===== src/rtl/fp_addsub_pipe.sv =====
// fp_addsub_pipe: 3-stage IEEE-style adder/subtractor with round-to-nearest-even and subnormal support.
// Define FP_ADDSUB_SPECIAL_EN for NaN/Inf handling; without it, all-ones exponents are finite and overflow saturates.
module fp_addsub_pipe #(
    parameter int EXP_W  = 8,
    parameter int FRAC_W = 23
) (
    input  logic                  clk,
    input  logic                  rst_n,
    input  logic                  in_valid,
    output logic                  in_ready,
    input  logic [EXP_W+FRAC_W:0] a,
    input  logic [EXP_W+FRAC_W:0] b,
    input  logic                  sub,
    output logic                  out_valid,
    input  logic                  out_ready,
    output logic [EXP_W+FRAC_W:0] s,
    output logic                  inexact,
    output logic                  overflow
);
    localparam int W = 1 + EXP_W + FRAC_W;
    localparam int X = FRAC_W + 4;
    localparam logic [15:0] SH_MAX = 16'(FRAC_W + 3);
    localparam logic [EXP_W:0] E_ONES = {1'b0, {EXP_W{1'b1}}};
    localparam logic [W-1:0] QNAN = {1'b0, {EXP_W{1'b1}}, 1'b1, {(FRAC_W-1){1'b0}}};
    localparam logic [W-2:0] INF_MAG = {{EXP_W{1'b1}}, {FRAC_W{1'b0}}};
`ifdef FP_ADDSUB_SPECIAL_EN
    localparam logic [W-2:0] OVF_MAG = INF_MAG;
`else
    localparam logic [W-2:0] OVF_MAG = {{(EXP_W-1){1'b1}}, 1'b0, {FRAC_W{1'b1}}};
`endif

    assign in_ready = !(out_valid && !out_ready);

    logic             sa, sb, a_big;
    logic [EXP_W-1:0] ea, eb, el, es;
    logic [FRAC_W:0]  ma, mb, ml, ms;
    logic [15:0]      dsh;
    logic [X-1:0]     ms_x, ms_al;
    logic [2:0]       sp_d;

    always_comb begin
        sa    = a[W-1];
        sb    = b[W-1] ^ sub;
        ea    = (a[W-2:FRAC_W] == '0) ? EXP_W'(1) : a[W-2:FRAC_W];
        eb    = (b[W-2:FRAC_W] == '0) ? EXP_W'(1) : b[W-2:FRAC_W];
        ma    = {|a[W-2:FRAC_W], a[FRAC_W-1:0]};
        mb    = {|b[W-2:FRAC_W], b[FRAC_W-1:0]};
        a_big = {ea, ma} >= {eb, mb};
        el    = a_big ? ea : eb;
        es    = a_big ? eb : ea;
        ml    = a_big ? ma : mb;
        ms    = a_big ? mb : ma;
        dsh   = (16'(el) - 16'(es) > SH_MAX) ? SH_MAX : 16'(el) - 16'(es);
        ms_x  = {ms, 3'b000};
        // everything shifted past the sticky position collapses into it
        ms_al = (ms_x >> dsh) | X'(|(ms_x & ~({X{1'b1}} << dsh)));
    end

`ifdef FP_ADDSUB_SPECIAL_EN
    logic a_inf, b_inf, a_nan, b_nan;
    always_comb begin
        a_inf = &a[W-2:FRAC_W] && a[FRAC_W-1:0] == '0;
        b_inf = &b[W-2:FRAC_W] && b[FRAC_W-1:0] == '0;
        a_nan = &a[W-2:FRAC_W] && a[FRAC_W-1:0] != '0;
        b_nan = &b[W-2:FRAC_W] && b[FRAC_W-1:0] != '0;
        sp_d  = {a_nan || b_nan || (a_inf && b_inf && sa != sb), a_inf || b_inf, a_inf ? sa : sb};
    end
`else
    assign sp_d = 3'b000;
`endif

    logic             v1_q, sg1_q, sub1_q;
    logic [EXP_W-1:0] e1_q;
    logic [FRAC_W:0]  ml1_q;
    logic [X-1:0]     ms1_q;
    logic [2:0]       sp1_q;

    logic [X:0]       sum;
    logic [15:0]      lz, lim, nsh;
    logic [X-1:0]     n2_d;
    logic [EXP_W:0]   e2_d;
    logic             sg2_d;

    always_comb begin
        sum = sub1_q ? {1'b0, ml1_q, 3'b000} - {1'b0, ms1_q} : {1'b0, ml1_q, 3'b000} + {1'b0, ms1_q};
        lz  = SH_MAX;
        for (int i = 0; i < X; i++)
            if (sum[i]) lz = SH_MAX - 16'(i);
        // never normalise below the minimum exponent: that is where subnormals come from
        lim   = 16'(e1_q) - 16'd1;
        nsh   = (lz < lim) ? lz : lim;
        n2_d  = sum[X] ? {sum[X:2], |sum[1:0]} : sum[X-1:0] << nsh;
        e2_d  = sum[X] ? {1'b0, e1_q} + 1'b1 : {1'b0, e1_q} - (EXP_W+1)'(nsh);
        sg2_d = sg1_q && !(sub1_q && sum == '0);
    end

    logic             v2_q, sg2_q;
    logic [EXP_W:0]   e2_q;
    logic [X-1:0]     n2_q;
    logic [2:0]       sp2_q;

    logic [FRAC_W:0]   mant, mf;
    logic [FRAC_W+1:0] mr;
    logic [EXP_W:0]    ef;
    logic              g, rs, ovf, inx_d, ovf_d;
    logic [W-1:0]      s_d;

    always_comb begin
        mant  = n2_q[X-1:3];
        g     = n2_q[2];
        rs    = |n2_q[1:0];
        mr    = {1'b0, mant} + (FRAC_W+2)'(g && (rs || mant[0]));
        mf    = mr[FRAC_W+1] ? mr[FRAC_W+1:1] : mr[FRAC_W:0];
        ef    = e2_q + (EXP_W+1)'(mr[FRAC_W+1]);
        ovf   = ef >= E_ONES;
        s_d   = sp2_q[2] ? QNAN :
                sp2_q[1] ? {sp2_q[0], INF_MAG} :
                ovf      ? {sg2_q, OVF_MAG} :
                {sg2_q, mf[FRAC_W] ? ef[EXP_W-1:0] : {EXP_W{1'b0}}, mf[FRAC_W-1:0]};
        inx_d = !(sp2_q[2] || sp2_q[1]) && (g || rs || ovf);
        ovf_d = !(sp2_q[2] || sp2_q[1]) && ovf;
    end

    always_ff @(posedge clk or negedge rst_n) begin
        if (!rst_n) begin
            v1_q      <= 1'b0;
            v2_q      <= 1'b0;
            out_valid <= 1'b0;
            s         <= '0;
            inexact   <= 1'b0;
            overflow  <= 1'b0;
        end else if (in_ready) begin
            v1_q      <= in_valid;
            v2_q      <= v1_q;
            out_valid <= v2_q;
            if (v2_q) begin
                s        <= s_d;
                inexact  <= inx_d;
                overflow <= ovf_d;
            end
        end
    end

    always_ff @(posedge clk) begin
        if (in_ready) begin
            sg1_q  <= a_big ? sa : sb;
            sub1_q <= sa ^ sb;
            e1_q   <= el;
            ml1_q  <= ml;
            ms1_q  <= ms_al;
            sp1_q  <= sp_d;
            sg2_q  <= sg2_d;
            e2_q   <= e2_d;
            n2_q   <= n2_d;
            sp2_q  <= sp1_q;
        end
    end
endmodule


===== config.mk =====
export PLATFORM = sky130hd
export DESIGN_NAME = fp_addsub_pipe
export DESIGN_NICKNAME = d
export VERILOG_FILES = /design/src/rtl/fp_addsub_pipe.sv
export SDC_FILE = /design/constraint.sdc
export NUM_CORES = 1
export LEC_CHECK = 0
export CELL_PAD_IN_SITES_DETAIL_PLACEMENT = 1
export CELL_PAD_IN_SITES_GLOBAL_PLACEMENT = 2
export CORE_MARGIN = 2
export CORE_UTILIZATION = 33
export DETAILED_ROUTE_END_ITERATION = 10
export PLACE_DENSITY_LB_ADDON = 0.25
export SYNTH_ARGS = -nofsm -noshare
export SYNTH_HDL_FRONTEND = slang
export SYNTH_SLANG_ARGS = --single-unit

===== constraint.sdc =====
create_clock -name clk -period 8.1 [get_ports clk]
set_input_delay 1.215 -clock clk [delete_from_list [all_inputs] [get_ports clk]]
set_output_delay 1.215 -clock clk [all_outputs]
set_load 0.03 [all_outputs]

==> results.md <==
* Outcome: finished, final reports clean
* Clock share of power at 12.0%
* Clock transition at path regs at 0.07 ns
* Largest net degree at the start of global routing at 71
* CTS sink cnt at 135
* Synth warn at 0
* Quantity of hold-fixing buffers added after cts at 0
* Quantity of I/O buffers inserted on ports at 104
* Setup ws final at 0.547 ns
* Post-synth EDFFs at 98
* Worst Path Arrival at 7.73 ns
* RSZ-0062 raised after global routing: false
* Synth area leader: edfxtp_1
* Hold Crit Class: reg2reg
* Max Cap Viol at 0
* Worst Hold Depth at 2
* Ys async rst share at 27.4%
* Finished Layout Cells at 2549
* RR Endpoint: e2_q[8]
* LEAKAGE at 7.20 nW
* Clock Skews at 0.0135 ns
* Worst path max stage delay at 0.62 ns
* Met2 Track Usage GR at 40.2%
* Critical path class: in2reg
* Worst-margin pin slew at 1.32 ns
* Seq/Total Area, Yosys at 26.4%
* Antenna violations before repair at 2
* Period utilisation layout at 93.3%
* Data required, critical path at 8.27 ns
* Final hold vios at 0
* Setup TNS at 0 ns
* FF+latch count, synth at 135
* CP Capture Type: register
* Sequential power share at 20.3%
* Synthesized Nets at 1989
* Initial DRC count at 899
* Netlist cell types at 100
* Dpl cells at 2511
* M1 GR Usage at 33.2%
* Core Area at 44000 µm²
* First-pass GRT wire length at 88200 µm
* CP Max Fanout at 23
* Post-DP HPWL at 46100 µm
* Internal Power at 3.25 mW
* Die area at 46100 µm²
* Layout area overhead at 19.3%
* Setup Viol. Count Final at 0
* Met3 GRT Util at 3.05%
* Layout cell share with drive strength beyond 1 at 11.4%
* Most used flip-flop cell after synthesis: edfxtp_1
* N_diodes at 0
* Total congestion overflow at 0
* Worst slew margin at 10.9%
* Top Usage Layer GRT: met2
* Reg-to-reg slack, setup at 0.57 ns
* Post-synth top area share at 20.1%
* Syn Inst Count at 1819
* Clock root cell: clkbuf_16
* Vias in the first global route at 15000
* CTS Buf Count at 17
* DRT Pass-1 Iters at 5
* PwrDens at 373 nW/µm²
* TritonCTS clock tree: done
* GPL Wtd Cong at 0.912
* IO Pins at 105
* Peak supply drop at 0.207 mV
* Crit path launch type: input port
* Chip width at 215 µm
* Htree depth at 4
* DRC Markers at 0
* Combinational power share at 67.6%
* Fin crit period at 7.55 ns
* Routed WL at 56600 µm
* Via count at 14400
* Hold path endpoint: s[23]
* Cells on worst reg2reg path at 31
* Fin nets at 2114
* Pre-CTS WS at -0.0653 ns
* WL per Instance at 22.2 µm
* Sw Share at 50.1%
* Hold Crit Start: s[23]
* ANT nets after route at 0
* Die Y at 215 µm
* DR vias/cell at 5.66
* Std cell rows at 77
* Maximum clock frequency at 0.132 GHz
* Sw power at 3.27 mW
* Cells taking the most area after synthesis: edfxtp_1, ha_1, dfrtp_1
* Cell area after synthesis at 14600 µm²
* Final Max Slew Viols at 0
* Final core occ at 39.7%
* Gr usage total at 24.5%
* Syn_area_per_cell at 8.05 µm²
* Initial Util at 33.3%
* RR Startpoint: ms1_q[8]
* Longest Clk Path Bufs at 2
* Slowest-stage cell, CP: or4_1
* Clock Latency Late Sink at 0.45 ns
## cell usage after synthesis, drive strengths merged (6+ instances only)
master,count
a211o,6
and2,19
xnor2,44
nand4,12
a2111oi,13
xor2,26
o31ai,10
o22ai,31
nor4,15
o311ai,6
a22oi,15
a21o,29
mux2,21
o21a,9
buf,41
ha,99
nor2,164
nand2b,20
or4,9
nand3,50
nor3,37
o2111ai,8
a221o,6
or2,15
or3,8
clkbuf,59
a211oi,23
a31oi,17
a221oi,14
dfrtp,37
nand2,193
o21ai,123
mux2i,95
a21boi,8
o211ai,25
and3,21
a21oi,148
inv,129
o21bai,12
o221ai,7
nor2b,23
edfxtp,98
## per-layer routing
metal | wire length, µm | vias to the layer above
li1 | - | 6939
met1 | 26800 | 7133
met2 | 26400 | 271
met3 | 1710 | 75
met4 | 1580 | 4
met5 | 26 | -
## worst max-delay path: cells and delay by family
kind                       cells  cell delay (ns)
and+or+nand+nor               12             2.99
AOI/OAI and AO/OA              8             1.65
buffers and inverters          5             1.13
adders and majority gates      2             0.44
muxes                          1             0.29
## flip-flops by register name, indices dropped and copies added (netlist names)
register,flops
v2_q,1
overflow,1
sg2_q,1
v1_q,1
e2_q,9
out_valid,1
e1_q,8
s,32
sub1_q,1
ml1_q,24
inexact,1
ms1_q,27
sg1_q,1
n2_q,27
## worst max-delay path by stage
stage / start / endpoint / slack, ns / cells after the start
6_report: a[30] / ms1_q[10] / 0.55 / 28
4_1_cts: ms1_q[8] / e2_q[8] / 0.40 / 32
3_3_place_gp: a[30] / ms1_q[10] / 0.18 / 27
5_1_grt: ms1_q[8] / e2_q[8] / 0.002 / 33
3_5_place_dp: a[30] / ms1_q[10] / -0.07 / 27
2_1_floorplan: a[30] / ms1_q[10] / 0.30 / 30
## area by class of cell
type / instances / area, µm²
clock inverter: 14 / 151
tap: 592 / 741
inverter: 129 / 484
multi-input combinational: 1455 / 9940
timing repair buffer: 206 / 1840
clock buffer: 18 / 450
sequential: 135 / 3870
fill: 5307 / 26600
## per-stage QoR
stage / power, mW / instance area (µm²) / hold WS, ns
floorplan: 4.10 / 14600 / 0.415
global placement: 5.63 / 16800 / 0.455
detailed placement: 5.68 / 16800 / 0.468
CTS: 6.50 / 17400 / 0.486
global route: 6.98 / 17500 / 0.501
finish: 6.52 / 17500 / 0.483
## cell families (layout without fill, tap and decap cells)
kind of cell               Yosys count  after routing  synth area share, %
and+or+nand+nor                    600            600                 19.3
AOI/OAI and AO/OA                  567            567                 26.5
buffers and inverters              229            367                 6.39
DFF                                135            135                 26.4
muxes                              117            117                 8.40
adders and majority gates          101            101                 8.73
xor gates and xnor gates            70             70                 4.24
## power by group through the flow
stage	clock network (mW)	logic, mW	registers, mW
global placement	0	4.30	1.33
CTS	0.804	4.37	1.33
detailed placement	0	4.34	1.34
floorplan	0	2.68	1.42
finish	0.785	4.41	1.32
global route	0.832	4.79	1.36
## placed cells by master (no fill, tap or decap), drive strengths merged, types with 17 or more instances in the layout
| master | n |
|---|---|
| buf | 103 |
| a21o | 29 |
| a21oi | 148 |
| clkbuf | 18 |
| o21ai | 123 |
| a211oi | 23 |
| dfrtp | 37 |
| xor2 | 26 |
| nor2b | 23 |
| clkdlybuf4s50 | 103 |
| nand2 | 193 |
| nand3 | 50 |
| nor2 | 164 |
| edfxtp | 98 |
| nor3 | 37 |
| nand2b | 20 |
| mux2i | 95 |
| o211ai | 25 |
| inv | 137 |
| xnor2 | 44 |
| o22ai | 31 |
| mux2 | 21 |
| and3 | 21 |
| a31oi | 17 |
| and2 | 19 |
| ha | 99 |
## timing repair
| item | CTS | global route |
|---|---|---|
| setup endpoints to repair | 0 | 6 |
| gates resized for setup | 0 | 10 |
| setup buffers | 0 | 6 |
No activity file was read; power rests on OpenSTA's default activity.
